### src/rtl/video_stream_gen_if.sv
// Video stream bundle: frame control inputs and the vsync/href/gray pixel
// stream with frame status, as seen by the generator (master) and a consumer.
interface video_stream_gen_if;
  logic        enable;
  logic [1:0]  pattern_sel;
  logic        frame_vsync;
  logic        frame_href;
  logic [7:0]  img_gray;
  logic        frame_done;
  logic [15:0] frame_cnt;

  modport master (
    input  enable,
    input  pattern_sel,
    output frame_vsync,
    output frame_href,
    output img_gray,
    output frame_done,
    output frame_cnt
  );

  modport slave (
    output enable,
    output pattern_sel,
    input  frame_vsync,
    input  frame_href,
    input  img_gray,
    input  frame_done,
    input  frame_cnt
  );
endinterface

### src/rtl/video_stream_gen.sv
// Synthetic frame-stream source: produces vsync/href/8-bit gray frames with
// configurable active size, horizontal blanking and vertical pre/post/gap
// lines, filled with one of four test patterns latched at each frame start.
// All outputs are registered; they are computed from the next-cycle state and
// counters so that output timing lines up exactly with the state machine.
module video_stream_gen #(
  parameter logic [10:0] IMG_HDISP = 11'd640,
  parameter logic [10:0] IMG_VDISP = 11'd480,
  parameter logic [10:0] H_BLANK   = 11'd160,
  parameter logic [10:0] V_PRE     = 11'd2,
  parameter logic [10:0] V_POST    = 11'd2,
  parameter logic [10:0] V_GAP     = 11'd2
) (
  input  logic                      clk,
  input  logic                      rst,
  video_stream_gen_if.master        vif
);

  // Total clocks per line; one extra bit so the sum of two 11-bit values fits.
  localparam logic [11:0] HT     = {1'b0, IMG_HDISP} + {1'b0, H_BLANK};
  localparam logic [11:0] H_LAST = HT - 12'd1;

  typedef enum logic [2:0] {
    S_IDLE,
    S_PRE,
    S_ACTIVE,
    S_POST,
    S_GAP
  } state_t;

  state_t      r_state;
  state_t      w_state_nxt;
  logic [11:0] r_h_cnt;
  logic [11:0] w_h_nxt;
  logic [10:0] r_v_cnt;
  logic [10:0] w_v_nxt;
  logic [10:0] w_v_len;
  logic [1:0]  r_pat;
  logic [1:0]  w_pat_nxt;
  logic [15:0] r_frame_cnt;
  logic        r_vsync;
  logic        r_href;
  logic [7:0]  r_gray;
  logic        r_done;
  logic        w_h_last;
  logic        w_v_last;
  logic        w_enter_gap;
  logic        w_vsync_nxt;
  logic        w_href_nxt;
  logic [7:0]  w_gray_nxt;

  // Pixel value for pattern sel at coordinate (x, y); fc is the completed
  // frame count so pattern 3 scrolls from frame to frame.
  function automatic logic [7:0] f_pixel(input logic [1:0] sel,
                                         input logic [7:0] x,
                                         input logic [7:0] y,
                                         input logic [7:0] fc);
    logic [7:0] pix;
    case (sel)
      2'd0:    pix = x;
      2'd1:    pix = y;
      2'd2:    pix = (x[3] ^ y[3]) ? 8'hFF : 8'h00;
      default: pix = x + y + fc;
    endcase
    return pix;
  endfunction

  // Number of lines spent in the current vertical state.
  always_comb begin
    w_v_len = 11'd1;
    case (r_state)
      S_PRE:    w_v_len = V_PRE;
      S_ACTIVE: w_v_len = IMG_VDISP;
      S_POST:   w_v_len = V_POST;
      S_GAP:    w_v_len = V_GAP;
      default:  w_v_len = 11'd1;
    endcase
  end

  assign w_h_last = (r_h_cnt == H_LAST);
  assign w_v_last = (r_v_cnt == (w_v_len - 11'd1));

  // Next state, counters and pattern latch; enable is only looked at in IDLE
  // and on the last clock of GAP, so a started frame always runs to the end.
  always_comb begin
    w_state_nxt = r_state;
    w_h_nxt     = r_h_cnt;
    w_v_nxt     = r_v_cnt;
    w_pat_nxt   = r_pat;
    if (r_state == S_IDLE) begin
      w_h_nxt = 12'd0;
      w_v_nxt = 11'd0;
      if (vif.enable) begin
        w_state_nxt = S_PRE;
        w_pat_nxt   = vif.pattern_sel;
      end
    end else if (!w_h_last) begin
      w_h_nxt = r_h_cnt + 12'd1;
    end else begin
      w_h_nxt = 12'd0;
      if (!w_v_last) begin
        w_v_nxt = r_v_cnt + 11'd1;
      end else begin
        w_v_nxt = 11'd0;
        case (r_state)
          S_PRE:    w_state_nxt = S_ACTIVE;
          S_ACTIVE: w_state_nxt = S_POST;
          S_POST:   w_state_nxt = S_GAP;
          S_GAP: begin
            if (vif.enable) begin
              w_state_nxt = S_PRE;
              w_pat_nxt   = vif.pattern_sel;
            end else begin
              w_state_nxt = S_IDLE;
            end
          end
          default:  w_state_nxt = S_IDLE;
        endcase
      end
    end
  end

  // Output values for the coming cycle, derived from the next state/counters.
  always_comb begin
    w_enter_gap = (w_state_nxt == S_GAP) && (r_state != S_GAP);
    w_vsync_nxt = (w_state_nxt == S_PRE) || (w_state_nxt == S_ACTIVE) ||
                  (w_state_nxt == S_POST);
    w_href_nxt  = (w_state_nxt == S_ACTIVE) && (w_h_nxt < {1'b0, IMG_HDISP});
    w_gray_nxt  = 8'h00;
    if (w_href_nxt) begin
      w_gray_nxt = f_pixel(w_pat_nxt, w_h_nxt[7:0], w_v_nxt[7:0], r_frame_cnt[7:0]);
    end
  end

  // State, counters, pattern latch and registered stream outputs.
  always_ff @(posedge clk or posedge rst) begin
    if (rst) begin
      r_state     <= S_IDLE;
      r_h_cnt     <= 12'd0;
      r_v_cnt     <= 11'd0;
      r_pat       <= 2'd0;
      r_frame_cnt <= 16'd0;
      r_vsync     <= 1'b0;
      r_href      <= 1'b0;
      r_gray      <= 8'h00;
      r_done      <= 1'b0;
    end else begin
      r_state     <= w_state_nxt;
      r_h_cnt     <= w_h_nxt;
      r_v_cnt     <= w_v_nxt;
      r_pat       <= w_pat_nxt;
      r_frame_cnt <= r_frame_cnt + {15'd0, w_enter_gap};
      r_vsync     <= w_vsync_nxt;
      r_href      <= w_href_nxt;
      r_gray      <= w_gray_nxt;
      r_done      <= w_enter_gap;
    end
  end

  assign vif.frame_vsync = r_vsync;
  assign vif.frame_href  = r_href;
  assign vif.img_gray    = r_gray;
  assign vif.frame_done  = r_done;
  assign vif.frame_cnt   = r_frame_cnt;

endmodule

### src/flat_wrapper.sv
// flat-port wrapper written by rule: the top's interface ports become plain ports
module video_stream_gen_flat 
#(
  parameter logic [10:0] IMG_HDISP = 11'd640,
  parameter logic [10:0] IMG_VDISP = 11'd480,
  parameter logic [10:0] H_BLANK   = 11'd160,
  parameter logic [10:0] V_PRE     = 11'd2,
  parameter logic [10:0] V_POST    = 11'd2,
  parameter logic [10:0] V_GAP     = 11'd2
)
  (clk, rst, vif_enable, vif_pattern_sel, vif_frame_vsync, vif_frame_href, vif_img_gray, vif_frame_done, vif_frame_cnt);
  video_stream_gen_if vif_i ();
  input  logic clk;
  input  logic rst;
  input wire logic [$bits(vif_i.enable)-1:0] vif_enable;
  input wire logic [$bits(vif_i.pattern_sel)-1:0] vif_pattern_sel;
  output wire logic [$bits(vif_i.frame_vsync)-1:0] vif_frame_vsync;
  output wire logic [$bits(vif_i.frame_href)-1:0] vif_frame_href;
  output wire logic [$bits(vif_i.img_gray)-1:0] vif_img_gray;
  output wire logic [$bits(vif_i.frame_done)-1:0] vif_frame_done;
  output wire logic [$bits(vif_i.frame_cnt)-1:0] vif_frame_cnt;
  assign vif_i.enable = vif_enable;
  assign vif_i.pattern_sel = vif_pattern_sel;
  assign vif_frame_vsync = vif_i.frame_vsync;
  assign vif_frame_href = vif_i.frame_href;
  assign vif_img_gray = vif_i.img_gray;
  assign vif_frame_done = vif_i.frame_done;
  assign vif_frame_cnt = vif_i.frame_cnt;
  video_stream_gen #(.IMG_HDISP(IMG_HDISP), .IMG_VDISP(IMG_VDISP), .H_BLANK(H_BLANK), .V_PRE(V_PRE), .V_POST(V_POST), .V_GAP(V_GAP)) u_core (.clk(clk), .rst(rst), .vif(vif_i));
endmodule
### config.mk
export PLATFORM = sky130hd
export DESIGN_NAME = video_stream_gen_flat
export DESIGN_NICKNAME = d
export VERILOG_FILES = /design/src/rtl/video_stream_gen_if.sv /design/src/rtl/video_stream_gen.sv /design/src/flat_wrapper.sv
export SDC_FILE = /design/constraint.sdc
export NUM_CORES = 1
export LEC_CHECK = 0
export BUFFER_PORTS_ARGS = -buffer_cell sky130_fd_sc_hd__clkbuf_2
export CAP_MARGIN = 20
export CORE_ASPECT_RATIO = 1.4
export CORE_UTILIZATION = 54
export CTS_CLUSTER_SIZE = 24
export DETAILED_ROUTE_END_ITERATION = 12
export GPL_TIMING_DRIVEN = 0
export PLACE_DENSITY_LB_ADDON = 0.05
export SYNTH_ARGS = -nofsm -noshare
export SYNTH_HDL_FRONTEND = slang
export SYNTH_SLANG_ARGS = --single-unit
### constraint.sdc
create_clock -name clk -period 4.4 [get_ports clk]
set_input_delay 0.88 -clock clk [delete_from_list [all_inputs] [get_ports clk]]
set_output_delay 0.88 -clock clk [all_outputs]
set_load 0.03 [all_outputs]
==> results of run 1 <==
-- routing by layer --
layer  global-route usage [%]  vias up
li1                         -     1356
met1                     26.3     1408
met2                     47.5       76
met3                     3.25       22
met4                     14.1        0
met5                        0        -
-- power by group --
part,switching [mW],total (mW),internal [mW]
registers,0.0403,0.579,0.538
logic,0.234,0.403,0.169
clock network,0.160,0.326,0.166
total,0.435,1.31,0.874
-- flip-flops by register name (all words and copies together), names as in the netlist --
| register | flops |
|---|---|
| u_core.vif.img_gray | 8 |
| u_core.r_v_cnt | 11 |
| u_core.vif.frame_href | 1 |
| u_core.r_pat | 2 |
| u_core.r_state | 3 |
| u_core.r_h_cnt | 12 |
| u_core.vif.frame_cnt | 16 |
| u_core.vif.frame_done | 1 |
| u_core.vif.frame_vsync | 1 |
-- stage by stage --
stage,instances,util (%)
4_1_cts,475,65.3
2_1_floorplan,352,-
3_3_place_gp,455,59.8
3_5_place_dp,456,60.1
6_report,478,65.9
5_1_grt,478,65.9
-- worst max-delay path, cell delays in order (launching register included) --
cell and delay (ns):
dfrtp_1 0.39, buf_6 0.12, or4_4 0.52, or4_4 0.55, buf_6 0.14, nor2_4 0.10
a21o_1 0.21, nor2_4 0.07, fa_1 0.56, ha_4 0.21, a21o_1 0.19, a21oi_4 0.15
o21bai_1 0.09, a21oi_1 0.14, xnor3_2 0.32, mux2_4 0.33, a2111oi_4 0.19
-- area by class of cell --
| cell class | count | area, sq um |
|---|---|---|
| fillers | 506 | 2100 |
| plain buffers | 7 | 43.8 |
| repair buffers | 49 | 307 |
| flip-flops and latches | 55 | 1380 |
| inverters | 22 | 82.6 |
| clock inverters | 2 | 37.5 |
| well taps | 72 | 90.1 |
| multi-input cells | 266 | 2060 |
| clock buffers | 5 | 68.8 |
-- cell usage in the layout (no fill, tap or decap), types with 4 or more instances in the layout --
master    count
clkbuf_8      5
nor2_1       35
inv_1        21
fa_1          6
nor2b_1       5
nand4_1      15
nor3_1       12
and2_1        4
dfrtp_1      52
nand3_1       9
a21o_1        4
clkbuf_2     32
buf_4        16
or2_2         5
a21oi_1      10
o21ai_0       9
xor2_1       15
ha_1          8
and3_1        6
nand2_1      27
xnor2_1      18
and4_1        4
a211oi_1      4
a221oi_1      4
-- cells by family after synthesis --
kind of cell / Yosys count / share of synthesized area (%)
and+or+nand+nor: 147 / 22.9
AOI/OAI and AO/OA: 61 / 13.8
DFF: 55 / 40.2
xor gates and xnor gates: 34 / 9.09
buffers and inverters: 31 / 3.69
adders and majority gates: 19 / 8.69
muxes: 5 / 1.72
-- path summary, 6_finish.rpt --
check / from / end
max: u_core.r_h_cnt[5] / u_core.vif.img_gray[7]
min: u_core.vif.frame_cnt[15] / u_core.vif.frame_cnt[15]
min in group asynchronous: rst / u_core.vif.frame_cnt[9]
max reg2reg: u_core.r_h_cnt[5] / u_core.vif.img_gray[7]
min reg2reg: u_core.vif.frame_cnt[15] / u_core.vif.frame_cnt[15]
max in group asynchronous: rst / u_core.r_state[2]
-- timing repair --
item / in CTS / in global routing
gates cloned: 0 / 0
pin swaps: 19 / 6
buffers inserted: 14 / 3
resized for setup: 30 / 5
setup endpoints to repair: 2 / 2
==> out/metrics.yaml, run 1 <==
cts.sinks: 55
setup_viol: 0
die_area_sq_mm: 0.00667
drc: 0
crit_required_ns: 4.60
synth_flop_cell: "dfrtp_1"
ys_seq_elements: 55
placed_cell_area_sq_mm: 0.00371
tightest_slew_ns: 0.966
critPathMaxFanout: 4
power_mw: 1.31
n_antenna_cell: 0
fin_crit_ns: 4.38
grt_max_degree: 30
initial_core_util_pct: 55.5
status: "finished, final reports clean"
hold_viol: 0
die_y_microns: 96.2
vias_per_cell: 5.99
worst_hold_slack_ns: 0.475
num_rows: 34
drt-total-wl_microns: 8030
synth_top_cell_by_area: "dfrtp_1"
clock_latency_ns: 0.31
syn-num-nets: 376
synth_edf_count: 0
dp_hpwl_microns: 6040
r2r_cells: 16
detail_route.wl_per_cell_microns: 16.8
drtPass1Iterations: 4
cts-buffers-inserted: 5
timing.clock.skew_ns: 0.0116
ys_warn_count: 0
ant_nets: 0
syn_avg_cell_area_sq_um: 9.73
arrival_ns: 4.58
htreeDepth: 2
grtUsageTotal_pct: 24.9
rsz0062_at_grt: "true"
start_kind: "flip-flop"
grt_pass1_vias: 2772
end_kind: "flip-flop"
fmax_mhz: 229
leakage_nw: 1.88
tritoncts: "yes"
grt_overflow: 0
cts-root-buf: "clkbuf_8"
synth_top_area_share_pct: 40.2
num_vias: 2862
yosys-top-cells-count: "dfrtp_1, nor2_1, nand2_1, inv_1, xnor2_1"
drive_gt1_share_pct: 25.6
areaGrowthSynthToFinish_pct: 18.7
finalSetupTns_ns: 0
syn_area_sq_mm: 0.00343
top_layer: "met4"
yosys-top-cells-area: "dfrtp_1, fa_1, xnor2_1"
rrSetupSlack_ns: 0.02
critical_path_class: "flip-flop to flip-flop"
core_sq_mm: 0.00617
holdPathStages: 1
antenna_found_initial: 0
synth_cells: 352
max-vdd-ir-drop_mv: 0.207
clk_path_buf_depth: 2
routabilityCongestion: 0.881
drt_iter0_markers: 130
fin_crit_sh_pct: 99.4
port_buffers: 31
io_pins: 32
max_cap_viol_count: 0
pre_cts_slack_ns: -0.636
yosysSeqAreaShare_pct: 40.2
grt_pass1_wl_microns: 12900
m1WireLength_microns: 3040
synth_most_common_cell: "dfrtp_1"
final_area_sq_mm: 0.00407
nets: 430
hold_path.class: "flip-flop to flip-flop"
dr_wl_met2_microns: 4380
finalWorstSetupSlack_ns: 0.0246
cts_hold_buf: 0
slew_headroom_pct: 35.0
dr_wl_met3_microns: 248
clkTransAtPathRegs_ns: 0.10
synth_cell_types: 58
die_w_microns: 69.3
cellPowerDensity_mw_per_mm2: 322
final_max_slew_viol_count: 0
async_flop_share_pct: 100
(Power assumes the default switching activity.)
==> run 2: changes to the inputs <==
--- a/config.mk
+++ b/config.mk
@@ -5,6 +5,7 @@
 export SDC_FILE = /design/constraint.sdc
 export NUM_CORES = 1
 export LEC_CHECK = 0
+export ABC_AREA = 1
 export BUFFER_PORTS_ARGS = -buffer_cell sky130_fd_sc_hd__clkbuf_2
 export CAP_MARGIN = 20
 export CORE_ASPECT_RATIO = 1.4
==> run 2 against run 1 <==
  * Sequential share of layout area decreased by 0.49 points
  * Synthesized cell count increased by 28%
  * Critical path depth increased by 7
  * Routed wire length decreased by 3.4%
  * First-iteration DRC count decreased by 6.2%
  * Critical path type unchanged
  * Largest cell class unchanged
  * Highest routed layer unchanged
==> out/metrics.yaml, run 2 <==
status: "finished, final reports clean"
synth_top_area_share_pct: 37.0  # -3.2 points
cellPowerDensity_mw_per_mm2: 294  # -8.6%
ys_warn_count: 0  # unchanged
cpPeakStageDelay_ns: 0.50  # -0.06 ns
drc: 0  # unchanged
cp_slowest_cell: "fa_1"
htreeDepth: 2  # unchanged
ys_seq_elements: 55  # unchanged
die_w_microns: 72.2  # +4.1%
syn-num-nets: 474  # +26%
rsz0062_at_grt: "false"
hold_viol: 0  # unchanged
hp-start: "u_core.vif.frame_cnt[15]"
place_inst: 574  # +26%
initial_core_util_pct: 56.3  # +0.73 points
vias_per_cell: 5.13  # -14%
cts.sinks: 55  # unchanged
mostFrequentLayoutCells: "nand2_1, inv_1, nand3_1, dfrtp_1, nor2_1"
path_buf_inv: 4  # +2
tightest_slew_ns: 0.606  # -0.360 ns
num_rows: 35  # +2.9%
grt_max_degree: 30  # unchanged
synth_most_common_cell: "nand2_1"
cpLargestDelayFamily: "adder cells"
areaGrowthSynthToFinish_pct: 10.6
crit_chain: "ha_1, nand2_1, nor2_2, nand2_1, nor2_4, nor2_2, inv_1, o22ai_2, inv_1, fa_1, inv_1, ha_1, fa_1, nand4_1, nand3_1, nand2_1, nand2_1, xor2_1, inv_1, nand3_1, nand3_1, nand2_1, nor2_1"
multi_input_area_sq_mm: 0.00199  # -3.2%
yosys-top-cells-area: "dfrtp_1, nand3_1, nand2_1"
drt-total-wl_microns: 7760  # -3.4%
layout_commonest_cell: "nand2_1"
grt_overflow: 0  # unchanged
pre_cts_slack_ns: 0.236  # +0.872 ns
cts-buffers-inserted: 5  # unchanged
clock_latency_ns: 0.31  # about the same
synth_cell_types: 41  # -29%
cts-root-buf: "clkbuf_8"
final_cells: 582  # +22%
yosysSeqAreaShare_pct: 37.0  # -3.2 points
routabilityCongestion: 0.863  # -2.0%
arrival_ns: 4.30  # -0.28 ns
yosys-top-cells-count: "nand2_1, inv_1, nand3_1, dfrtp_1, nor2_1"
fin_crit_ns: 4.09  # -0.283 ns
fmax_mhz: 244  # +6.9%
synth_edf_count: 0  # unchanged
drtPass1Iterations: 4  # unchanged
timing.clock.skew_ns: 0.00955  # -0.00204 ns
grt_pass1_wl_microns: 13600  # +5.2%
core_sq_mm: 0.00661  # +7.2%
r2r_start: "u_core.r_h_cnt[0]"
syn_area_sq_mm: 0.00372  # +8.6%
nets: 513  # +19%
die_area_sq_mm: 0.00723  # +8.4%
end_kind: "flip-flop"
n_antenna_cell: 0  # unchanged
drive_gt1_share_pct: 19.2  # -6.4 points
finalWorstSetupSlack_ns: 0.307  # +0.283 ns
cpMostUsedCell: "nand2_1"
leakage_nw: 2.14  # +14%
crit_start: "u_core.r_h_cnt[0]"
num_vias: 2986  # +4.3%
critical_path_class: "flip-flop to flip-flop"
n_fill_cell: 586  # +16%
crit_required_ns: 4.61  # about the same
port_buffers: 31  # unchanged
final_max_slew_viol_count: 0  # unchanged
detail_route.wl_per_cell_microns: 13.3  # -21%
slew_headroom_pct: 59.5  # +24 points
dp_hpwl_microns: 6320  # +4.6%
io_pins: 32  # unchanged
grtUsageTotal_pct: 24.1  # -0.76 points
tritoncts: "yes"
power_mw: 1.21  # -7.5%
max_cap_viol_count: 0  # unchanged
clk_path_buf_depth: 2  # unchanged
syn_avg_cell_area_sq_um: 8.27  # -15%
worst_hold_slack_ns: 0.476  # +0.00104 ns
hold_path.class: "flip-flop to flip-flop"
drt_iter0_markers: 122  # -6.2%
start_kind: "flip-flop"
antenna_found_initial: 0  # unchanged
critPathMaxFanout: 10  # +6
grt_pass1_vias: 3042  # +9.7%
fin_crit_sh_pct: 93.0  # -6.4 points
finalSetupTns_ns: 0  # unchanged
synth_cells: 450  # +28%
async_flop_share_pct: 100  # unchanged
regArea_sq_mm: 0.00138  # -0.27%
ant_nets: 0  # unchanged
synth_top_cell_by_area: "dfrtp_1"
clkTransAtPathRegs_ns: 0.11  # about the same
largest_reg_flops: 16  # unchanged
setup_viol: 0  # unchanged
synth_flop_cell: "dfrtp_1"
die_y_microns: 100  # +4.1%
max-vdd-ir-drop_mv: 0.184  # -11%
-- run 2: stage by stage --
step	area [sq um]	utilization, %
2_1_floorplan	3720	-
3_3_place_gp	3990	60.4
3_5_place_dp	4010	60.7
4_1_cts	4110	62.1
5_1_grt	4120	62.2
6_report	4120	62.2
-- run 2: repair_timing --
| item | in CTS | in global routing |
|---|---|---|
| buffers inserted | 0 | 0 |
| hold buffers | 0 | 0 |
| resized for setup | 0 | 2 |
| setup endpoints to repair | 0 | 1 |
-- run 2: cells by family (layout without fill, tap and decap cells) --
family / after synthesis / in the layout / share of synthesized area (%)
XOR/XNOR: 24 / 24 / 5.65
adder cells (fa/ha/maj): 19 / 19 / 8.00
AND/OR/NAND/NOR: 239 / 239 / 35.3
buffers and inverters: 88 / 128 / 9.72
AO/OA/AOI/OAI: 25 / 25 / 4.37
flip-flops: 55 / 55 / 37.0
-- run 2: worst reg2reg max path, stage by stage, from the launching register on --
cell	delay (ns)
dfrtp_1	0.43
ha_1	0.24
nand2_1	0.14
nor2_2	0.08
nand2_1	0.11
nor2_4	0.08
nor2_2	0.26
inv_1	0.21
o22ai_2	0.25
inv_1	0.10
fa_1	0.50
inv_1	0.04
ha_1	0.22
fa_1	0.43
nand4_1	0.14
nand3_1	0.08
nand2_1	0.07
nand2_1	0.07
xor2_1	0.19
inv_1	0.07
nand3_1	0.09
nand3_1	0.09
nand2_1	0.06
nor2_1	0.04
-- run 2: worst paths after layout --
path                                                 end  depth (start not counted)  slack [ns]
min in group asynchronous              u_core.r_state[2]                          2        0.61
worst max-delay path              u_core.vif.img_gray[7]                         23        0.31
max in group asynchronous         u_core.vif.img_gray[4]                          3        3.23
worst min-delay path            u_core.vif.frame_cnt[15]                          1        0.48
worst min register to register  u_core.vif.frame_cnt[15]                          1        0.48
worst max register to register    u_core.vif.img_gray[7]                         23        0.31
-- run 2: where the power goes --
group / internal, mW / switching (mW) / total [mW] / leakage (nW)
logic: 0.123 / 0.231 / 0.354 / 1.34
registers: 0.533 / 0.0238 / 0.557 / 0.750
clock network: 0.119 / 0.181 / 0.300 / 0.0495
-- run 2: routing by layer --
layer / up-vias / global-route usage [%] / part of all wire, %
met5: - / 0 / 0
met4: 0 / 9.05 / 3.0
met3: 12 / 2.71 / 2.2
met2: 44 / 44.5 / 53
met1: 1410 / 28.2 / 42
li1: 1520 / - / -
-- run 2: cell type report --
type,count,share of cell area (%)
plain buffers,4,1.12
clock buffers,5,1.67
clock inverters,3,0.638
inverters,84,7.66
multi-input cells,307,48.4
flip-flops and latches,55,33.4
well taps,92,2.80
repair buffers,32,4.26
